## config.mk

```make
export PLATFORM = sky130hd
export DESIGN_NAME = bus_master_if_flat
export DESIGN_NICKNAME = d
export VERILOG_FILES = /design/src/rtl/bus_master_if_pkg.sv /design/src/rtl/bus_master_if_if.sv /design/src/rtl/bus_master_if.sv /design/src/flat_wrapper.sv
export SDC_FILE = /design/constraint.sdc
export NUM_CORES = 1
export LEC_CHECK = 0
export CORE_ASPECT_RATIO = 0.6
export CORE_MARGIN = 1
export CORE_UTILIZATION = 44
export DETAILED_ROUTE_END_ITERATION = 7
export PLACE_DENSITY_LB_ADDON = 0.2
export SYNTH_ARGS = -nofsm -noshare
export SYNTH_HDL_FRONTEND = slang
export SYNTH_SLANG_ARGS = --single-unit
```

## constraint.sdc

```tcl
create_clock -name clk -period 2 [get_ports clk]
set_input_delay 0.4 -clock clk [delete_from_list [all_inputs] [get_ports clk]]
set_output_delay 0.4 -clock clk [all_outputs]
set_load 0.005 [all_outputs]
```

## src/rtl/bus_master_if_pkg.sv

```systemverilog
// bus_master_if_pkg
// Shared definitions for the bus master interface block: bus word widths,
// read/write encoding, active-low enable levels and the FSM state encoding.
package bus_master_if_pkg;

    localparam int WORD_ADDR_W = 30;
    localparam int WORD_DATA_W = 32;

    typedef logic [WORD_ADDR_W-1:0] word_addr_t;
    typedef logic [WORD_DATA_W-1:0] word_data_t;

    localparam logic READ  = 1'b1;
    localparam logic WRITE = 1'b0;

    // Levels for the active-low bus control signals
    localparam logic ENABLE_  = 1'b0;
    localparam logic DISABLE_ = 1'b1;

    typedef enum logic [1:0] {
        IDLE = 2'd0,
        REQ  = 2'd1,
        ADDR = 2'd2,
        WAIT = 2'd3
    } state_e;

endpackage

```

## src/rtl/bus_master_if_if.sv

```systemverilog
// bus_master_if_if
// Signals between one master port of the shared bus and the interconnect.
//   bus_req_     master -> arbiter   bus request, active-low
//   bus_grnt_    arbiter -> master   bus grant, active-low
//   bus_addr     master -> mux       word address
//   bus_as_      master -> mux       address strobe, active-low
//   bus_rw       master -> mux       1=read, 0=write
//   bus_wr_data  master -> mux       write data
//   bus_rd_data  shared -> master    read data (shared by all masters)
//   bus_rdy_     shared -> master    slave ready, active-low (shared)
interface bus_master_if_if;
    import bus_master_if_pkg::*;

    logic       bus_req_;
    logic       bus_grnt_;
    word_addr_t bus_addr;
    logic       bus_as_;
    logic       bus_rw;
    word_data_t bus_wr_data;
    word_data_t bus_rd_data;
    logic       bus_rdy_;

    modport master (
        output bus_req_, bus_addr, bus_as_, bus_rw, bus_wr_data,
        input  bus_grnt_, bus_rd_data, bus_rdy_
    );

    modport slave (
        input  bus_req_, bus_addr, bus_as_, bus_rw, bus_wr_data,
        output bus_grnt_, bus_rd_data, bus_rdy_
    );

endinterface

```

## src/rtl/bus_master_if.sv

```systemverilog
// bus_master_if
// Turns a single-word core access into one bus-master transaction:
// request, wait for grant, one-cycle address strobe, wait for ready,
// capture read data, release the bus. A ready-timeout aborts transfers
// to a slave that never answers.
// Ports:
//   clk, reset       clock and synchronous active-high reset
//   core_req         access request, sampled only while idle
//   core_addr        word address
//   core_rw          1=read, 0=write
//   core_wr_data     write data
//   core_busy        transaction in flight (combinational)
//   core_ack         one-cycle completion pulse
//   core_err         with core_ack: 1 = timeout abort
//   core_rd_data     read data, valid with core_ack, held until next ack
//   bus              master modport of the bus-side interface
module bus_master_if
    import bus_master_if_pkg::*;
#(
    parameter int unsigned TIMEOUT = 255,
    parameter int          CNT_W   = 8
) (
    input  logic            clk,
    input  logic            reset,
    input  logic            core_req,
    input  word_addr_t      core_addr,
    input  logic            core_rw,
    input  word_data_t      core_wr_data,
    output logic            core_busy,
    output logic            core_ack,
    output logic            core_err,
    output word_data_t      core_rd_data,
    bus_master_if_if.master bus
);

    // Counter value at which a still-unanswered WAIT cycle aborts
    localparam logic [CNT_W-1:0] TO_LAST = CNT_W'(TIMEOUT == 0 ? 0 : TIMEOUT - 1);

    state_e           state_q, state_d;
    logic [CNT_W-1:0] cnt_q, cnt_d;
    logic             bus_req_q, bus_req_d;
    logic             bus_as_q, bus_as_d;
    logic             bus_rw_q, bus_rw_d;
    word_addr_t       bus_addr_q, bus_addr_d;
    word_data_t       bus_wr_data_q, bus_wr_data_d;
    logic             core_ack_q, core_ack_d;
    logic             core_err_q, core_err_d;
    word_data_t       core_rd_data_q, core_rd_data_d;

    logic rdy_hit;
    logic timeout_hit;

    assign rdy_hit     = (bus.bus_rdy_ == ENABLE_);
    assign timeout_hit = (TIMEOUT != 0) && (cnt_q == TO_LAST);

    // State and output registers
    always_ff @(posedge clk) begin
        if (reset) begin
            state_q        <= IDLE;
            cnt_q          <= '0;
            bus_req_q      <= DISABLE_;
            bus_as_q       <= DISABLE_;
            bus_rw_q       <= READ;
            bus_addr_q     <= '0;
            bus_wr_data_q  <= '0;
            core_ack_q     <= 1'b0;
            core_err_q     <= 1'b0;
            core_rd_data_q <= '0;
        end else begin
            state_q        <= state_d;
            cnt_q          <= cnt_d;
            bus_req_q      <= bus_req_d;
            bus_as_q       <= bus_as_d;
            bus_rw_q       <= bus_rw_d;
            bus_addr_q     <= bus_addr_d;
            bus_wr_data_q  <= bus_wr_data_d;
            core_ack_q     <= core_ack_d;
            core_err_q     <= core_err_d;
            core_rd_data_q <= core_rd_data_d;
        end
    end

    // Next-state logic; ready in the same cycle as the timeout wins
    always_comb begin
        state_d = state_q;
        case (state_q)
            IDLE: if (core_req) state_d = REQ;
            REQ:  if (bus.bus_grnt_ == ENABLE_) state_d = ADDR;
            ADDR: state_d = rdy_hit ? IDLE : WAIT;
            WAIT: if (rdy_hit || timeout_hit) state_d = IDLE;
            default: state_d = IDLE;
        endcase
    end

    // Output logic: values registered on the edge that leaves each state
    always_comb begin
        cnt_d          = cnt_q;
        bus_req_d      = bus_req_q;
        bus_as_d       = bus_as_q;
        bus_rw_d       = bus_rw_q;
        bus_addr_d     = bus_addr_q;
        bus_wr_data_d  = bus_wr_data_q;
        core_ack_d     = 1'b0;
        core_err_d     = 1'b0;
        core_rd_data_d = core_rd_data_q;
        case (state_q)
            IDLE: begin
                if (core_req) begin
                    bus_addr_d    = core_addr;
                    bus_rw_d      = core_rw;
                    bus_wr_data_d = core_wr_data;
                    bus_req_d     = ENABLE_;
                end
            end
            REQ: begin
                if (bus.bus_grnt_ == ENABLE_) begin
                    bus_as_d = ENABLE_;
                    cnt_d    = '0;
                end
            end
            ADDR, WAIT: begin
                cnt_d    = cnt_q + 1'b1;
                bus_as_d = DISABLE_;
                if (rdy_hit) begin
                    core_ack_d = 1'b1;
                    bus_req_d  = DISABLE_;
                    if (bus_rw_q == READ) core_rd_data_d = bus.bus_rd_data;
                end else if (state_q == WAIT && timeout_hit) begin
                    core_ack_d     = 1'b1;
                    core_err_d     = 1'b1;
                    core_rd_data_d = '0;
                    bus_req_d      = DISABLE_;
                end
            end
            default: ;
        endcase
    end

    assign core_busy       = (state_q != IDLE);
    assign core_ack        = core_ack_q;
    assign core_err        = core_err_q;
    assign core_rd_data    = core_rd_data_q;
    assign bus.bus_req_    = bus_req_q;
    assign bus.bus_as_     = bus_as_q;
    assign bus.bus_rw      = bus_rw_q;
    assign bus.bus_addr    = bus_addr_q;
    assign bus.bus_wr_data = bus_wr_data_q;

endmodule

```

## src/flat_wrapper.sv

```systemverilog
// flat-port wrapper written by rule: the top's interface ports become plain ports
module bus_master_if_flat import bus_master_if_pkg::*;
#(
    parameter int unsigned TIMEOUT = 255,
    parameter int          CNT_W   = 8
)
  (clk, reset, core_req, core_addr, core_rw, core_wr_data, core_busy, core_ack, core_err, core_rd_data, bus_bus_req_, bus_bus_addr, bus_bus_as_, bus_bus_rw, bus_bus_wr_data, bus_bus_grnt_, bus_bus_rd_data, bus_bus_rdy_);
  bus_master_if_if bus_i ();
  input  logic clk;
  input  logic reset;
  input  logic core_req;
  input  word_addr_t core_addr;
  input  logic core_rw;
  input  word_data_t core_wr_data;
  output logic core_busy;
  output logic core_ack;
  output logic core_err;
  output word_data_t core_rd_data;
  output wire logic [$bits(bus_i.bus_req_)-1:0] bus_bus_req_;
  output wire logic [$bits(bus_i.bus_addr)-1:0] bus_bus_addr;
  output wire logic [$bits(bus_i.bus_as_)-1:0] bus_bus_as_;
  output wire logic [$bits(bus_i.bus_rw)-1:0] bus_bus_rw;
  output wire logic [$bits(bus_i.bus_wr_data)-1:0] bus_bus_wr_data;
  input wire logic [$bits(bus_i.bus_grnt_)-1:0] bus_bus_grnt_;
  input wire logic [$bits(bus_i.bus_rd_data)-1:0] bus_bus_rd_data;
  input wire logic [$bits(bus_i.bus_rdy_)-1:0] bus_bus_rdy_;
  assign bus_bus_req_ = bus_i.bus_req_;
  assign bus_bus_addr = bus_i.bus_addr;
  assign bus_bus_as_ = bus_i.bus_as_;
  assign bus_bus_rw = bus_i.bus_rw;
  assign bus_bus_wr_data = bus_i.bus_wr_data;
  assign bus_i.bus_grnt_ = bus_bus_grnt_;
  assign bus_i.bus_rd_data = bus_bus_rd_data;
  assign bus_i.bus_rdy_ = bus_bus_rdy_;
  bus_master_if #(.TIMEOUT(TIMEOUT), .CNT_W(CNT_W)) u_core (.clk(clk), .reset(reset), .core_req(core_req), .core_addr(core_addr), .core_rw(core_rw), .core_wr_data(core_wr_data), .core_busy(core_busy), .core_ack(core_ack), .core_err(core_err), .core_rd_data(core_rd_data), .bus(bus_i));
endmodule
```

After elaboration in Yosys (flattened, before gate mapping)
Index checks and enable logic that the tools add are counted.
{ "classes": {"n_addsub": 1, "n_eq_ne": 9, "n_mux": 18, "bitwise_logic": 2, "n_reduce_logical": 15} }
{ "op_table": {"columns": ["operator", "count"], "rows": [
  ["32-bit 2-to-1 mux", 3],
  ["8-bit one-hot mux with 2 select lines", 1],
  ["3-bit AND reduction", 3],
  ["8-bit by 1-bit adder with 8-bit output (second input constant)", 1],
  ["8-bit == test (second input constant)", 1],
  ["2-bit 2-to-1 mux", 4],
  ["8-bit 2-to-1 mux", 1],
  ["2-bit one-hot mux with 4 select lines", 1],
  ["2-bit nonzero test", 4],
  ["1-bit 2-to-1 mux", 6],
  ["2-bit == test (second input constant)", 2],
  ["2-bit by 1-bit != test with 1-bit output (second input constant)", 2],
  ["2-bit != test (second input constant)", 2],
  ["1-bit one-hot mux with 2 select lines", 2],
  ["2-bit AND reduction", 2],
  ["2-bit OR reduction", 2],
  ["3-bit by 2-bit != test with 1-bit output (second input constant)", 1],
  ["3-bit OR reduction", 1],
  ["2-bit by 1-bit == test with 1-bit output (second input constant)", 1],
  ["2-bit logical NOT", 1],
  ["1-bit inverter", 2],
  ["1-bit logical AND", 1],
  ["1-bit logical OR", 1]
]} }
{ "totals": {"reg_bits": 109, "input_bits": 100, "word_cells": 55} }

Longest topological paths before layout
Gate-level depths: netlist of run 1.
{ "depth": {"ltp_word": 5, "depth_mapped": 6, "mapped_depth_nobuf": 5} }

Worst setup path after synthesis of run 1
No wires, ideal clock.
{ "synth_path": {"path_kind": "register -> register", "startpoint": "reg u_core.cnt_q[0]", "endpoint": "reg u_core.core_rd_data_q[19] (netlist: u_core.core_rd_data[19])", "setup_ns": 0.071, "arrival_time_ns": 1.309, "t_required_ns": 1.929, "path_slack_ns": 0.620, "stages_incl_launch_ff": 7, "path_buffers": 1, "path_cell_list": "dfxtp_1 > inv_1 > ha_1 > nand4_2 > clkbuf_1 > o211ai_1 > a21oi_1"} }
{ "synth_between": {"elab_chain_cells": 4} }
{ "synth_rtl": {"columns": ["item", "line_no", "source"], "rows": [
  ["start, declared", "bus_master_if.sv:40", "logic [CNT_W-1:0] cnt_q, cnt_d;"],
  ["start signal, assigned", "bus_master_if.sv:71", "cnt_q <= cnt_d;"],
  ["8-bit == test", "bus_master_if.sv:54", "assign timeout_hit = (TIMEOUT != 0) && (cnt_q == TO_LAST);"],
  ["1-bit logical AND", "bus_master_if.sv:128", "end else if (state_q == WAIT && timeout_hit) begin"],
  ["2-bit by 1-bit != test with 1-bit output (no line)", null, null],
  ["3-bit AND reduction (no line)", null, null],
  ["end signal, assigned", "bus_master_if.sv:79", "core_rd_data_q <= core_rd_data_d;"],
  ["end, declared", "bus_master_if.sv:48", "word_data_t core_rd_data_q, core_rd_data_d;"]
]} }
Every way passes these cells.
A chain may end at the register's enable or synchronous reset.

Worst setup path in the final report of run 1
{ "layout_path": {"startpoint": "reg u_core.state_q[0]", "endpoint": "out core_busy"} }
{ "layout_between": {"elab_chain_cells": 1} }
{ "layout_rtl": {"columns": ["item", "line_no", "source"], "rows": [
  ["start, declared", "bus_master_if.sv:39", "state_e state_q, state_d;"],
  ["start signal, assigned", "bus_master_if.sv:70", "state_q <= state_d;"],
  ["2-bit nonzero test", "bus_master_if.sv:139", "assign core_busy = (state_q != IDLE);"],
  ["end, declared", "flat_wrapper.sv:15", "output logic core_busy;"]
]} }
Every way passes these cells.

==> flow_summary.json, run 1 <==
{
  "status": "complete, no violations",
  "postCtsSetupRepairBufs": 0,
  "clkTransAtPathRegs_ns": 0.07,
  "io_pins": 200,
  "grt_pass1_vias": 3785,
  "grt_pass1_wl_um": 18930,
  "antenna_found_initial": 0,
  "final_cell_mix": "clkdlybuf4s50_1, nand2_1, dfxtp_1",
  "grt_max_degree": 44,
  "syn_to_final_growth_pct": 55.98,
  "clock-skew-final_ns": 0.006790,
  "cp_max_fo": 7,
  "fin_nets": 779,
  "finalWirelength_um": 12140,
  "cts-root-buf": "clkbuf_16",
  "synth_warnings": 0,
  "path_cells": "or2_2 -> clkdlybuf4s50_1",
  "worst_pin_slew_ns": 0.4839,
  "dr.pass1.iters": 5,
  "hp-class": "reg2reg",
  "synth-main-ff-cell": "dfxtp_1",
  "std_cell_rows": 27,
  "preCtsSetupSlack_ns": 0.06420,
  "ys_async_sr_fraction_pct": 0,
  "critPathLaunchType": "flip-flop",
  "relSlewSlack_pct": 67.67,
  "critPathArrivalTime_ns": 1.49,
  "grt_use_total_pct": 23.89,
  "fin_crit_sh_pct": 94.63,
  "clock_path_buffers": 2,
  "coreArea_um2": 9256,
  "overflow": 0,
  "endpoint_kind": "output port",
  "syn-num-nets": 603,
  "drtIter0Drc": 294,
  "insertion_delay_ns": 0.34,
  "period_minus_slack_ns": 1.893,
  "die_y_um": 78.00,
  "numCtsBuffers": 9,
  "avgSynthCellArea_um2": 8.454,
  "drive_above_1_share_pct": 5.425,
  "cts_tree": "done",
  "synth_seq_area_share_pct": 51.52,
  "final_common_cell": "clkdlybuf4s50_1",
  "die_area_um2": 10030,
  "final.fill_count": 728,
  "wl_per_cell_um": 14.95,
  "post_cts_resized": 0,
  "slowest_stage": "clkdlybuf4s50_1",
  "fp.dieW_um": 128.7,
  "path_class": "reg2out",
  "critPathRequiredTime_ns": 1.60,
  "syn_area_um2": 4235,
  "port_buffers": 199,
  "dr_total_vias": 4231,
  "max_freq_mhz": 528.3,
  "clock_sinks": 109,
  "p_per_area_nw_per_um2": 744.9,
  "viasPerCell": 5.211,
  "fin_tns_setup_ns": 0,
  "setup_ws_ns": 0.1073,
  "ctsHoldBuffers": 0,
  "initial_core_util_pct": 45.76,
  "dp.final_hpwl_um": 8418,
  "syn_inst": 501,
  "p_leak_nw": 2.299,
  "finalHoldViolCount": 0,
  "netlist-cell-type-count": 40,
  "gp_congestion": 0.7548,
  "rsz0062_at_grt": "false",
  "ir_drop_mv": 0.4770,
  "critical-path-max-stage-delay_ns": 0.46,
  "ys_seq_elements": 109,
  "finalSetupViolCount": 0,
  "h-tree-depth": 3,
  "drc": 0,
  "slew_violations": 0,
  "synth_enable_flop_cells": 0,
  "ant_nets": 0,
  "antenna_cells": 0,
  "drv_cap": 0
}
-- cells by family after synthesis --
group	synth area share (%)
muxes	0.2363
DFF	51.52
buffers and inverters	5.436
xor gates and xnor gates	0.6205
and+or+nand+nor	16.04
AOI/OAI and AO/OA	25.55
adders and majority gates	0.5907
-- worst paths after layout --
kind	start	end	slack (ns)	cells past startpoint
worst min-delay path	u_core.bus.bus_addr[29]	u_core.bus.bus_addr[29]	0.45	2
worst min register to register	u_core.bus.bus_addr[29]	u_core.bus.bus_addr[29]	0.45	2
worst max-delay path	u_core.state_q[0]	core_busy	0.11	2
worst max register to register	u_core.cnt_q[1]	u_core.core_rd_data[3]	0.25	5
-- synth_stat cells, drive strengths merged, types with 2 or more instances --
library cell,count,share of area [%]
a211oi,2,0.35
a21oi,99,12
a22oi,32,5.7
a41oi,2,0.59
and3,2,0.30
buf,27,3.4
clkbuf,20,1.8
dfxtp,109,52
ha,2,0.59
inv,3,0.27
nand2,130,12
nand2b,2,0.30
nand3,12,1.4
nand4,4,0.74
o211ai,33,5.8
o21ai,2,0.24
or3b,2,0.41
xor2,3,0.62
-- area by class of cell --
type                       instances  area (um^2)  area share (%)
clock buffer                      11        232.7           3.523
clock inverter                     5        60.06          0.9091
inverter                           3        11.26          0.1705
multi-input combinational        342         1832           27.73
sequential                       109         2183           33.05
tap                              130        162.7           2.462
timing repair buffer             212         2125           32.16
-- power breakdown --
part / internal (mW) / switching [mW] / leakage, nW
Combinational: 0.479 / 0.325 / 1.27
Clock: 0.977 / 0.776 / 0.140
Sequential: 2.29 / 0.0744 / 0.890
Total: 3.75 / 1.18 / 2.30
-- layer usage --
layer / global-route usage (%) / share of wire, % / up-vias
met2: 37.57 / 45 / 148
met4: 7.882 / 1.2 / 0
li1: - / - / 2116
met5: 0 / 0 / -
met3: 7.793 / 7.9 / 13
met1: 30.87 / 45 / 1954
-- sequential cells by signal (all words and copies together) (netlist names) --
name                    cells
u_core.bus.bus_addr        30
u_core.bus.bus_rw           1
u_core.bus.bus_wr_data     32
u_core.core_rd_data        32
u_core.state_q              2
u_core.core_err             1
u_core.bus.bus_req_         1
u_core.core_ack             1
u_core.bus.bus_as_          1
u_core.cnt_q                8
-- through the flow --
stage          util (%)  hold slack, ns  instance area, um^2  power [mW]  cells
5_1_grt           71.37          0.4679                 6606       5.142    812
3_3_place_gp      68.19          0.4404                 6312       3.199    796
6_report          71.37          0.4529                 6606       4.921    812
3_5_place_dp      68.19          0.4465                 6312       3.219    796
2_1_floorplan         -          0.4527                 4235       2.711    501
4_1_cts           71.36          0.4568                 6605       4.974    812
-- critical path, delay by kind of cell (launching register included) --
family,cells,cell delay [ns]
buffers and inverters,1,0.46
flip-flops,1,0.38
AND/OR/NAND/NOR,1,0.31
No activity file was read; power rests on OpenSTA's default activity.
==> run 2: changes to the inputs <==
--- a/config.mk
+++ b/config.mk
@@ -5,6 +5,7 @@
 export SDC_FILE = /design/constraint.sdc
 export NUM_CORES = 1
 export LEC_CHECK = 0
+export ABC_AREA = 1
 export CORE_ASPECT_RATIO = 0.6
 export CORE_MARGIN = 1
 export CORE_UTILIZATION = 44
==> run 2 against run 1 <==
Net effect: total power grew 9.3%; design area shrank 1.7%; maximum frequency grew 0.21%; sequential power grew 4%; final cell count grew 0.86%; first-iteration DRC count shrank 43%; largest cell class unchanged; largest power group unchanged; highest routed layer unchanged.
==> flow_summary.json, run 2 <==
{
  "status": "complete, no violations",
  "dr.pass1.iters": 5,
  "grt_use_total_pct": 24.68,
  "hold_start": "reset",
  "seq_area_um2": 2183,
  "syn_inst": 513,
  "rsz0062_at_grt": "false",
  "grt_pass1_wl_um": 18910,
  "h-tree-depth": 3,
  "whs_path_depth": 4,
  "synth_enable_flop_cells": 0,
  "p_switching_mw": 1.389,
  "ir_drop_mv": 0.5102,
  "cp_max_fo": 6,
  "hp-class": "in2reg",
  "antenna_cells": 0,
  "syn_area_um2": 4114,
  "fp.dieW_um": 126.8,
  "drive_above_1_share_pct": 10.75,
  "drc": 0,
  "cp_num_buf_inv": 2,
  "ys_top_cells_by_count": "nor2_1, dfxtp_1, nand2_1",
  "initial_core_util_pct": 46.84,
  "p_clk_share_pct": 34.1,
  "reg2reg_slack_ns": 0.28,
  "max_freq_mhz": 529.5,
  "syn-num-nets": 615,
  "critPathLaunchType": "flip-flop",
  "swShare_pct": 25.83,
  "finalSetupViolCount": 0,
  "final_cell_mix": "clkdlybuf4s50_1, nor2_1, dfxtp_1",
  "multi_input_area_um2": 1707,
  "gp_congestion": 0.8127,
  "reg2reg_depth": 8,
  "critical-path-max-stage-delay_ns": 0.54,
  "ctsHoldBuffers": 0,
  "netlist-cell-type-count": 27,
  "insertion_delay_ns": 0.35,
  "p_per_area_nw_per_um2": 828.1,
  "clock_path_buffers": 2,
  "postCtsSetupRepairBufs": 0,
  "clock-skew-final_ns": 0.008818,
  "cts_tree": "done",
  "slowest_stage": "clkdlybuf4s50_1",
  "finalHoldViolCount": 0,
  "fin_crit_sh_pct": 94.44,
  "p_leak_nw": 2.405,
  "coreArea_um2": 8783,
  "cts-root-buf": "clkbuf_16",
  "endpoint_kind": "output port",
  "synth-main-ff-cell": "dfxtp_1",
  "syn_to_final_growth_pct": 57.85,
  "die_y_um": 76.90,
  "grt_pass1_vias": 3951,
  "fin_tns_setup_ns": 0,
  "numCtsBuffers": 9,
  "yosys.area.top_type": "dfxtp_1",
  "yosysMostFrequentCell": "nor2_1",
  "ys_seq_elements": 109,
  "synth_warnings": 0,
  "post-route-util_pct": 73.93,
  "r2r-end": "u_core.core_rd_data[23]",
  "preCtsSetupSlack_ns": 0.1238,
  "worst_pin_slew_ns": 0.5277,
  "critPathRequiredTime_ns": 1.60,
  "wl_per_cell_um": 14.20,
  "ys_async_sr_fraction_pct": 0,
  "slew_violations": 0,
  "clkTransAtPathRegs_ns": 0.07,
  "period_minus_slack_ns": 1.889,
  "power_frac_comb_pct": 20.3,
  "path_cells": "nor2_1 -> inv_1 -> clkdlybuf4s50_1",
  "dr_total_vias": 3977,
  "drtIter0Drc": 167,
  "finalWirelength_um": 11630,
  "viasPerCell": 4.856,
  "ant_nets": 0,
  "final_common_cell": "clkdlybuf4s50_1",
  "whs_endpoint": "u_core.bus.bus_as_",
  "clock_sinks": 109,
  "p_int_mw": 3.989,
  "die_area_um2": 9753,
  "fin_nets": 804,
  "dp.final_hpwl_um": 8363,
  "antenna_found_initial": 0,
  "port_buffers": 199,
  "overflow": 0,
  "synth_seq_area_share_pct": 53.04,
  "r2r-start": "u_core.cnt_q[1]",
  "final.fill_count": 680,
  "drv_cap": 0,
  "post_cts_resized": 0,
  "ys_top_cells_by_area": "dfxtp_1, nor2_1, o21ai_0",
  "critPathTopFamily": "buffers and inverters",
  "grt_max_degree": 63,
  "path_class": "reg2out",
  "critPathArrivalTime_ns": 1.49,
  "setup_ws_ns": 0.1113,
  "relSlewSlack_pct": 64.82,
  "power.share.sequential_pct": 45.6,
  "io_pins": 200,
  "std_cell_rows": 26,
  "avgSynthCellArea_um2": 8.019,
  "yosys.area.top_type_share_pct": 53.04
}
-- run 2: cell types whose count changed in the layout (fill, tap and decap cells not counted), moves of 23 or more --
cell      delta
nor2_1     +132
a21oi_1     -78
o21ai_0     +68
nand2_1     -58
o211ai_1    -32
a22oi_1     -31
nand2_2     +23
-- run 2: how the worst max path moves through the flow --
| stage | endpoint | from | cells past startpoint |
|---|---|---|---|
| after CTS | core_busy | u_core.state_q[0] | 3 |
| after floorplan | u_core.core_rd_data[21] | u_core.cnt_q[1] | 9 |
| after global routing | core_busy | u_core.state_q[0] | 3 |
| final | core_busy | u_core.state_q[0] | 3 |
| after global placement | u_core.core_rd_data[11] | bus_bus_rdy_ | 6 |
| after detailed placement | u_core.core_rd_data[11] | bus_bus_rdy_ | 6 |
-- run 2: layout make-up --
type | count | share of cell area, %
multi-input cells | 361 | 26.28
clock inverters | 6 | 1.060
inverters | 13 | 0.7900
flip-flops and latches | 109 | 33.62
well taps | 112 | 2.158
repair buffers | 208 | 32.41
clock buffers | 10 | 3.680
-- run 2: power by group through the flow --
stage	clock network [mW]	logic [mW]	registers (mW)
4_1_cts	1.87	1.10	2.45
3_3_place_gp	0	1.06	2.49
6_report	1.84	1.09	2.45
5_1_grt	1.96	1.20	2.47
3_5_place_dp	0	1.09	2.50
2_1_floorplan	0	0.412	2.51
-- run 2: kinds of logic (layout without fill, tap and decap cells) --
logic type | Yosys count | in the layout | share of synthesized area, %
compound gates | 114 | 114 | 15.91
simple gates | 245 | 245 | 24.97
flops | 109 | 109 | 53.04
fa+ha+maj | 2 | 2 | 0.6082
buf+inv | 43 | 237 | 5.475
-- run 2: layer usage --
layer / track usage (%) / up-vias / routed length, um
li1: - / 2024 / -
met1: 28.46 / 1816 / 4951
met2: 42.86 / 122 / 5602
met3: 9.281 / 15 / 926
met4: 6.786 / 0 / 145
met5: 0 / - / 0
-- run 2: per-stage QoR --
step | cell area [um^2] | std cells | power [mW] | hold slack [ns]
final | 6494 | 819 | 5.378 | 0.4605
after global routing | 6494 | 819 | 5.628 | 0.4688
after CTS | 6492 | 819 | 5.417 | 0.4449
after detailed placement | 6185 | 803 | 3.591 | 0.4510
after global placement | 6185 | 803 | 3.551 | 0.4426
after floorplan | 4114 | 513 | 2.918 | 0.4526
-- run 2: worst register-to-register path, delay by kind of cell (launching register included) --
kind | cells | cell delay, ns
AO/OA/AOI/OAI | 1 | 0.06
flip-flops | 1 | 0.43
adder cells (fa/ha/maj) | 1 | 0.21
AND/OR/NAND/NOR | 6 | 0.89
==> run 3: changes to the inputs <==
--- a/config.mk
+++ b/config.mk
@@ -9,8 +9,10 @@
 export CORE_ASPECT_RATIO = 0.6
 export CORE_MARGIN = 1
 export CORE_UTILIZATION = 44
+export CTS_CLUSTER_SIZE = 40
 export DETAILED_ROUTE_END_ITERATION = 7
 export PLACE_DENSITY_LB_ADDON = 0.2
+export SETUP_SLACK_MARGIN = 0.05
 export SYNTH_ARGS = -nofsm -noshare
 export SYNTH_HDL_FRONTEND = slang
 export SYNTH_SLANG_ARGS = --single-unit
==> run 3 against run 2 <==
Net effect: total power is essentially flat; final cell count stayed put; die area is the same; non-clock buffer count unchanged; critical path depth stayed put; sequential cell count unchanged; sequential power is essentially flat; global-route usage is essentially flat; critical path type unchanged; largest cell class unchanged; largest power group unchanged.
==> flow_summary.json, run 3 (synthesis results as in run 2) <==
{
  "status": "complete, no violations",
  "numCtsBuffers": 9,
  "drc": 0,
  "reg2reg_slack_ns": 0.28,
  "clock_sinks": 109,
  "p_switching_mw": 1.390,
  "final_cell_mix": "clkdlybuf4s50_1, nor2_1, dfxtp_1",
  "slew_violations": 0,
  "viasPerCell": 4.850,
  "ant_nets": 0,
  "std_cell_rows": 26,
  "cts-root-buf": "clkbuf_16",
  "wl_per_cell_um": 14.21,
  "finalPower_mw": 5.379,
  "finalWirelength_um": 11640,
  "relSlewSlack_pct": 64.84,
  "endpoint_kind": "output port",
  "post_cts_resized": 1,
  "io_pins": 200,
  "slowest_stage": "clkdlybuf4s50_1",
  "swShare_pct": 25.84,
  "fin_tns_setup_ns": 0,
  "grt_use_total_pct": 24.70,
  "dr.pass1.iters": 5,
  "ctsHoldBuffers": 0,
  "dp.final_hpwl_um": 8363,
  "preCtsSetupSlack_ns": 0.1238,
  "fin_nets": 804,
  "power.share.sequential_pct": 45.6,
  "p_clk_share_pct": 34.1,
  "p_per_area_nw_per_um2": 828.3,
  "critPathArrivalTime_ns": 1.43,
  "h-tree-depth": 3,
  "drive_above_1_share_pct": 10.89,
  "fp.dieW_um": 126.8,
  "r2r-start": "u_core.cnt_q[1]",
  "fin_crit_sh_pct": 91.43,
  "critical-path-max-stage-delay_ns": 0.47,
  "antenna_found_initial": 0,
  "max_freq_mhz": 546.8,
  "die_y_um": 76.90,
  "finalHoldViolCount": 0,
  "grt_max_degree": 63,
  "postCtsSetupRepairBufs": 0,
  "power_frac_comb_pct": 20.3,
  "p_int_mw": 3.989,
  "drtIter0Drc": 161,
  "grt_pass1_vias": 3957,
  "path_class": "reg2out",
  "critPathLaunchType": "flip-flop",
  "p_leak_nw": 2.403,
  "hp-class": "in2reg",
  "clkTransAtPathRegs_ns": 0.07,
  "gp_congestion": 0.8127,
  "antenna_cells": 0,
  "setup_ws_ns": 0.1713,
  "drv_cap": 0,
  "period_minus_slack_ns": 1.829,
  "rsz0062_at_grt": "false",
  "clock-skew-final_ns": 0.008754,
  "dr_total_vias": 3972,
  "overflow": 0,
  "critPathRequiredTime_ns": 1.60,
  "clock_path_buffers": 2,
  "syn_to_final_growth_pct": 57.85,
  "cp-startpoint": "u_core.state_q[0]",
  "insertion_delay_ns": 0.35,
  "reg2reg_depth": 8,
  "r2r-end": "u_core.core_rd_data[23]",
  "coreArea_um2": 8783,
  "ir_drop_mv": 0.5103,
  "grt_pass1_wl_um": 18920,
  "crit_path_end": "core_busy",
  "die_area_um2": 9753,
  "cts_tree": "done",
  "finalSetupViolCount": 0,
  "initial_core_util_pct": 46.84,
  "cp_max_fo": 6,
  "final_common_cell": "clkdlybuf4s50_1",
  "worst_pin_slew_ns": 0.5274,
  "port_buffers": 199,
  "path_cells": "nor2_1 -> inv_2 -> clkdlybuf4s50_1"
}
[run 3: per-layer routing]
metal | global-route usage, % | part of all wire [%]
met1 | 28.46 | 43
met2 | 42.91 | 48
met3 | 9.281 | 7.8
met4 | 6.786 | 1.2
met5 | 0 | 0
[run 3: power by group through the flow]
stage / clock network, mW / registers (mW) / logic (mW)
6_report: 1.84 / 2.45 / 1.09
5_1_grt: 1.96 / 2.47 / 1.20
4_1_cts: 1.87 / 2.45 / 1.10
3_5_place_dp: 0 / 2.50 / 1.09
3_3_place_gp: 0 / 2.49 / 1.06
2_1_floorplan: 0 / 2.51 / 0.412
[run 3: metrics by stage]
stage	util [%]	cells	hold slack [ns]	area, um^2
floorplan	-	513	0.4526	4114
global placement	70.41	803	0.4426	6185
detailed placement	70.41	803	0.4510	6185
CTS	73.93	819	0.4449	6494
global route	73.93	819	0.4688	6494
finish	73.93	819	0.4605	6494
[run 3: final cells by class]
class | count | area, um^2
clock inverters | 6 | 68.82
multi-input cells | 361 | 1707
well taps | 112 | 140.1
repair buffers | 208 | 2105
flip-flops and latches | 109 | 2183
fillers | 680 | 2290
clock buffers | 10 | 239.0
inverters | 13 | 51.30
[run 3: how the worst min path moves through the flow]
stage | startpoint | to | slack (ns) | cells after the start
global placement | u_core.bus.bus_as_ | u_core.bus.bus_as_ | 0.44 | 2
finish | reset | u_core.bus.bus_as_ | 0.46 | 4
CTS | reset | u_core.bus.bus_as_ | 0.44 | 4
global route | reset | u_core.bus.bus_as_ | 0.47 | 4
floorplan | u_core.bus.bus_as_ | u_core.bus.bus_as_ | 0.45 | 2
detailed placement | u_core.bus.bus_as_ | u_core.bus.bus_as_ | 0.45 | 2
[run 3: worst max-delay path, delay by kind of cell, from the launching register on]
| kind | cells | cell delay [ns] |
|---|---|---|
| flops | 1 | 0.35 |
| simple gates | 1 | 0.18 |
| buf+inv | 2 | 0.56 |
